===== src/rtl/ysyx_23060061_pkg.sv =====
// ysyx_23060061_pkg: shared IFU state encoding and reset/instruction constants
package ysyx_23060061_pkg;

    typedef enum logic [1:0] {
        IDLE = 2'd0,
        REQ  = 2'd1,
        WAIT = 2'd2,
        HOLD = 2'd3
    } ifu_state_e;

    localparam logic [31:0] RESET_PC_DEFAULT = 32'h8000_0000;
    localparam logic [31:0] INST_ZERO        = 32'h0000_0000;

endpackage


===== src/rtl/ysyx_23060061_ifu.sv =====
// ysyx_23060061_ifu: single-outstanding instruction fetch unit (IDLE/REQ/WAIT/HOLD);
// define YSYX_23060061_IFU_ALIGN_CHECK_EN to fault misaligned pcs without issuing a request
module ysyx_23060061_ifu
    import ysyx_23060061_pkg::*;
#(
    parameter int            AW       = 32,
    parameter logic [AW-1:0] RESET_PC = AW'(RESET_PC_DEFAULT)
) (
    input  logic          clk,
    input  logic          rst,
    output logic          req_valid,
    input  logic          req_ready,
    output logic [AW-1:0] req_addr,
    input  logic          rsp_valid,
    input  logic [AW-1:0] rsp_data,
    input  logic          rsp_err,
    output logic          inst_valid,
    input  logic          inst_ready,
    output logic [AW-1:0] inst,
    output logic [AW-1:0] pc,
    output logic          fault,
    input  logic [AW-1:0] dnpc
);

    ifu_state_e    state_q, state_d;
    logic [AW-1:0] pc_q, pc_d;
    logic [AW-1:0] inst_q, inst_d;
    logic          fault_q, fault_d;
    logic          misalign;
    logic          bad_pc;
    logic          take_rsp;

`ifdef YSYX_23060061_IFU_ALIGN_CHECK_EN
    assign misalign = pc_q[1:0] != 2'b00;
`else
    assign misalign = 1'b0;
`endif

    assign bad_pc   = (state_q == REQ) && misalign;
    assign take_rsp = (state_q == WAIT) && rsp_valid;

    // state register; reset abandons any transaction in flight
    always_ff @(posedge clk or negedge rst) begin
        if (!rst) state_q <= IDLE;
        else      state_q <= state_d;
    end

    // next state: responses only count in WAIT, request ready only while requesting
    always_comb begin
        state_d = state_q;
        case (state_q)
            IDLE:    state_d = REQ;
            REQ:     state_d = misalign ? HOLD : (req_ready ? WAIT : REQ);
            WAIT:    state_d = rsp_valid ? HOLD : WAIT;
            HOLD:    state_d = inst_ready ? REQ : HOLD;
            default: state_d = IDLE;
        endcase
    end

    // outputs decoded from state; a misaligned pc never reaches the bus
    always_comb begin
        req_valid  = (state_q == REQ) && !misalign;
        inst_valid = state_q == HOLD;
    end

    // datapath next values: capture response, fault on bus error or bad pc, advance pc on handshake
    always_comb begin
        pc_d    = (state_q == HOLD && inst_ready) ? dnpc : pc_q;
        inst_d  = bad_pc ? AW'(INST_ZERO) : take_rsp ? (rsp_err ? AW'(INST_ZERO) : rsp_data) : inst_q;
        fault_d = bad_pc ? 1'b1 : take_rsp ? rsp_err : fault_q;
    end

    // datapath registers
    always_ff @(posedge clk or negedge rst) begin
        if (!rst) begin
            pc_q    <= RESET_PC;
            inst_q  <= '0;
            fault_q <= 1'b0;
        end else begin
            pc_q    <= pc_d;
            inst_q  <= inst_d;
            fault_q <= fault_d;
        end
    end

    assign req_addr = pc_q;
    assign pc       = pc_q;
    assign inst     = inst_q;
    assign fault    = fault_q;

endmodule


===== config.mk =====
export PLATFORM = sky130hd
export DESIGN_NAME = ysyx_23060061_ifu
export DESIGN_NICKNAME = d
export VERILOG_FILES = /design/src/rtl/ysyx_23060061_pkg.sv /design/src/rtl/ysyx_23060061_ifu.sv
export SDC_FILE = /design/constraint.sdc
export NUM_CORES = 1
export LEC_CHECK = 0
export CORE_ASPECT_RATIO = 1.5
export CORE_MARGIN = 2
export CORE_UTILIZATION = 43
export CTS_BUF_LIST = sky130_fd_sc_hd__clkbuf_2 sky130_fd_sc_hd__clkbuf_4 sky130_fd_sc_hd__clkbuf_8
export DETAILED_ROUTE_END_ITERATION = 10
export PLACE_DENSITY = 0.88
export SETUP_SLACK_MARGIN = 0.1
export SYNTH_ARGS = -nofsm -noshare
export SYNTH_HDL_FRONTEND = slang
export SYNTH_SLANG_ARGS = --single-unit

===== constraint.sdc =====
create_clock -name clk -period 2.5 [get_ports clk]
set_input_delay 0.5 -clock clk [delete_from_list [all_inputs] [get_ports clk]]
set_output_delay 0.5 -clock clk [all_outputs]
set_load 0.02 [all_outputs]

Word-level counts from Yosys, hierarchy flattened
Cells that the tools add are included.
Widths: inputs -> output; s select.
{"block": "classes", "n_eq_ne": 3, "muxes": 5, "reduce_logical": 3}
{"operator": "$mux 32", "count": 1}
{"operator": "$pmux 2 s4", "count": 1}
{"operator": "$eq 2x2->1 const B", "count": 2}
{"operator": "$mux 2", "count": 2}
{"operator": "$eq 2x1->1 const B", "count": 1}
{"operator": "$logic_and 1x1->1", "count": 2}
{"operator": "$logic_not 2->1", "count": 1}
{"operator": "$mux 1", "count": 1}
{"block": "word_totals", "reg_bits": 67, "input_bits": 70, "out_inout_bits": 99, "elab_cells": 15}

Depth between registers and ports, before layout
{"block": "logic_depth", "ltp_word": 2, "mapped_depth": 4, "ltp_nobuf": 2}

Worst setup path before layout
No wires, ideal clock.
{"block": "synth_timing", "path_kind": "input port to flip-flop", "from": "input rsp_valid", "to": "register inst_q[10] (netlist: inst[10])", "setup_ps": 125, "arrival_ps": 1217, "t_required_ps": 2375, "slack_ps": 1157, "path_stages": 4, "n_path_buf": 2, "path_cell_list": "and3b_1 buf_6 buf_12 mux2_4"}
{"block": "synth_via", "elab_chain_cells": 1}
{"item": "from (decl)", "line": "ysyx_23060061_ifu.sv:14", "text": "input logic rsp_valid,"}
{"item": "$logic_and 1x1->1", "line": "ysyx_23060061_ifu.sv:40", "text": "assign take_rsp = (state_q == WAIT) && rsp_valid;"}
{"item": "to (signal assigned)", "line": "ysyx_23060061_ifu.sv:81", "text": "inst_q <= inst_d;"}
{"item": "to (decl)", "line": "ysyx_23060061_ifu.sv:27", "text": "logic [AW-1:0] inst_q, inst_d;"}
No other way between the ends.
A chain may end at the register's enable or synchronous reset.

Worst setup path after layout
{"block": "layout_timing", "from": "register state_q[0]", "to": "output req_valid"}
{"block": "layout_via", "elab_chain_cells": 1}
{"item": "from (decl)", "line": "ysyx_23060061_ifu.sv:25", "text": "ifu_state_e state_q, state_d;"}
{"item": "from (signal assigned)", "line": "ysyx_23060061_ifu.sv:45", "text": "else state_q <= state_d;"}
{"item": "$eq 2x1->1", "line": "ysyx_23060061_ifu.sv:62", "text": "req_valid = (state_q == REQ) && !misalign;"}
{"item": "to (decl)", "line": "ysyx_23060061_ifu.sv:11", "text": "output logic req_valid,"}
No other way between the ends.

==> run summary <==
Mean area per synthesized cell - 14.5 µm²
Cells after Synth - 214
Vias in the first global route - 2198
Global route overflow - 0
DP Area - 0.00460 mm²
Initial antenna violation count - 0
Startpoint types - flop
Hold Buf Count CTS - 1
Vias/cell - 4.74
WHS - 514 ps
1st-pass router iterations - 4
CTS sink cnt - 67
Vias - 2095
Layout Skew - 6.43 ps
Worst-Skew Late Latency - 330 ps
Synth warn - 0
Pin count of the biggest net entering global routing - 34
Reg-to-reg endpoint - inst[31]
Crit path arrival time - 1610 ps
Setup crit start - state_q[0]
Synth Net Count - 284
Clock Pin Slew Worst Setup and Hold Paths - 70 ps
WS Path Type - flop to output port
Yosys cell types - 17
Total GRT Usage - 0.185
CP max-delay cell - clkdlybuf4s50_1
FF-to-FF path depth - 3
CP max stage delay - 640 ps
Rel. slew slack - 0.733
Crit. End Element - output port
Area growth syn-to-layout - 54.6%
Fraction of layout cells with a size suffix above 1 - 0.246
Drt wl/cell - 15.8 µm
Finished Layout Cells - 442
First-pass GRT wire length - 11.1 mm
Register area share after synthesis - 0.540
RSZ-0062 raised after global routing - false
Nets - 427
Area leader, netlist - dfrtp_1
Starting Density - 0.436
I/O pins - 169
DRC viols - 0
Status - finished, final reports clean
Root Buffer - clkbuf_8
TritonCTS Buffers - 9
Maximum operating frequency - 0.473 GHz
Fin crit share - 0.845
Pwr dens - 1310 mW/mm²
Placed cell count - 425
Setup Buffers After CTS - 0
Final Power - 6.32 mW
Max-slew violations - 0
Leak - 2.05 nW
Antenna-violating nets left - 0
Die area - 0.00794 mm²
Final setup vio count - 0
Max IR drop VDD - 0.579 mV
Initial drt markers - 67
Final Hold Vio Count - 0
Synth top area share - 0.531
Antenna Cells - 0
Post-layout min period - 2110 ps
CP required - 2000 ps
Synth area leaders - dfrtp_1, mux2_4, mux2_2, buf_4, nor2b_1
Critical Path Sink - req_valid
FP Rows - 38
Worst Tran Pin Value - 400 ps
Post-CTS Resized - 0
Total of max-cap violations - 0
Chip width - 73.4 µm
#FFs+latches synth - 67
Post-DP HPWL - 5.20 mm
PnR worst setup slack - 388 ps
Number of port buffers - 168
Worst Setup Slack post-DPL - 553 ps
Design area - 0.00481 mm²
Mapped Area - 0.00311 mm²
CTS tree - yes
Worst Path Max Fanout - 7
CTS max path bufs - 2
Register-to-register setup slack - 1020 ps
Final Routed Wirelength - 6.99 mm
H-tree lvl count - 3
Core Footprint - 0.00713 mm²
Die height - 108 µm
Reg-to-reg startpoint - state_q[0]
Utilization after layout - 0.674
Critical Path, Cell by Cell - nor2b_1, clkdlybuf4s50_1
Worst min path class - flop to flop
Routability Congestion - 0.730
Post-route setup TNS - 0 ps
## cells in the mapped netlist
library cell and instances:
buf_4 32, clkbuf_1 3, nand3_1 1, buf_12 3
a31oi_1 1, nor2b_1 33, a21oi_1 1, and3b_1 1
mux2_4 30, nor2_1 1, mux2_2 35, dfrtp_1 66
buf_2 3, and2_1 1, dfstp_2 1, a22oi_1 1
buf_6 1
## critical path, delay by kind of cell (launching register included)
kind | cells | cell delay (ps)
DFF | 1 | 440
and+or+nand+nor | 1 | 200
buffers and inverters | 1 | 640
## kinds of logic after synthesis
kind of cell	after synthesis	share of synthesized area
DFF	67	0.540
muxes	65	0.272
buffers and inverters	42	0.109
AOI/OAI and AO/OA	3	0.00604
and+or+nand+nor	37	0.0740
## layer usage
| layer | share of wire | vias to the layer above | wire length [µm] | GRT usage |
|---|---|---|---|---|
| met3 | 0.070 | 7 | 491 | 0.0457 |
| li1 | - | 967 | - | - |
| met2 | 0.55 | 106 | 3810 | 0.321 |
| met1 | 0.37 | 1015 | 2620 | 0.222 |
| met5 | 0 | - | 0 | 0 |
| met4 | 0.0094 | 0 | 66 | 0.0623 |
## how the worst min path moves through the flow
stage	end	cells after the start	slack, ps	start
finish	inst[15]	1	510	inst[15]
floorplan	fault	0	200	rst
detailed placement	pc[3]	1	350	rst
CTS	inst[15]	1	520	inst[15]
global placement	pc[3]	1	350	rst
global route	pc[4]	2	540	rst
## sequential cells by signal, summed over array words and instances (netlist names)
name,cells
inst,32
pc,32
state_q,2
fault,1
## power breakdown
group	internal, mW	switching, mW
logic	1.95	1.57
clock network	0.490	0.374
registers	1.58	0.357
## layout by cell type, fill, tap and decap left out, drive strengths merged, types with 6 or more instances in the layout
cell / n
clkbuf: 15
clkdlybuf4s50: 167
dfrtp: 66
mux2: 65
buf: 6
nor2b: 33
## area by class of cell
class,count,area (µm²)
Clock buffer,15,194
Clock inverter,1,5.00
Fill cell,553,2320
Multi-Input combinational cell,105,1090
Sequential cell,67,1680
Tap cell,80,100
Timing Repair Buffer,174,1740
(Power assumes the default switching activity.)
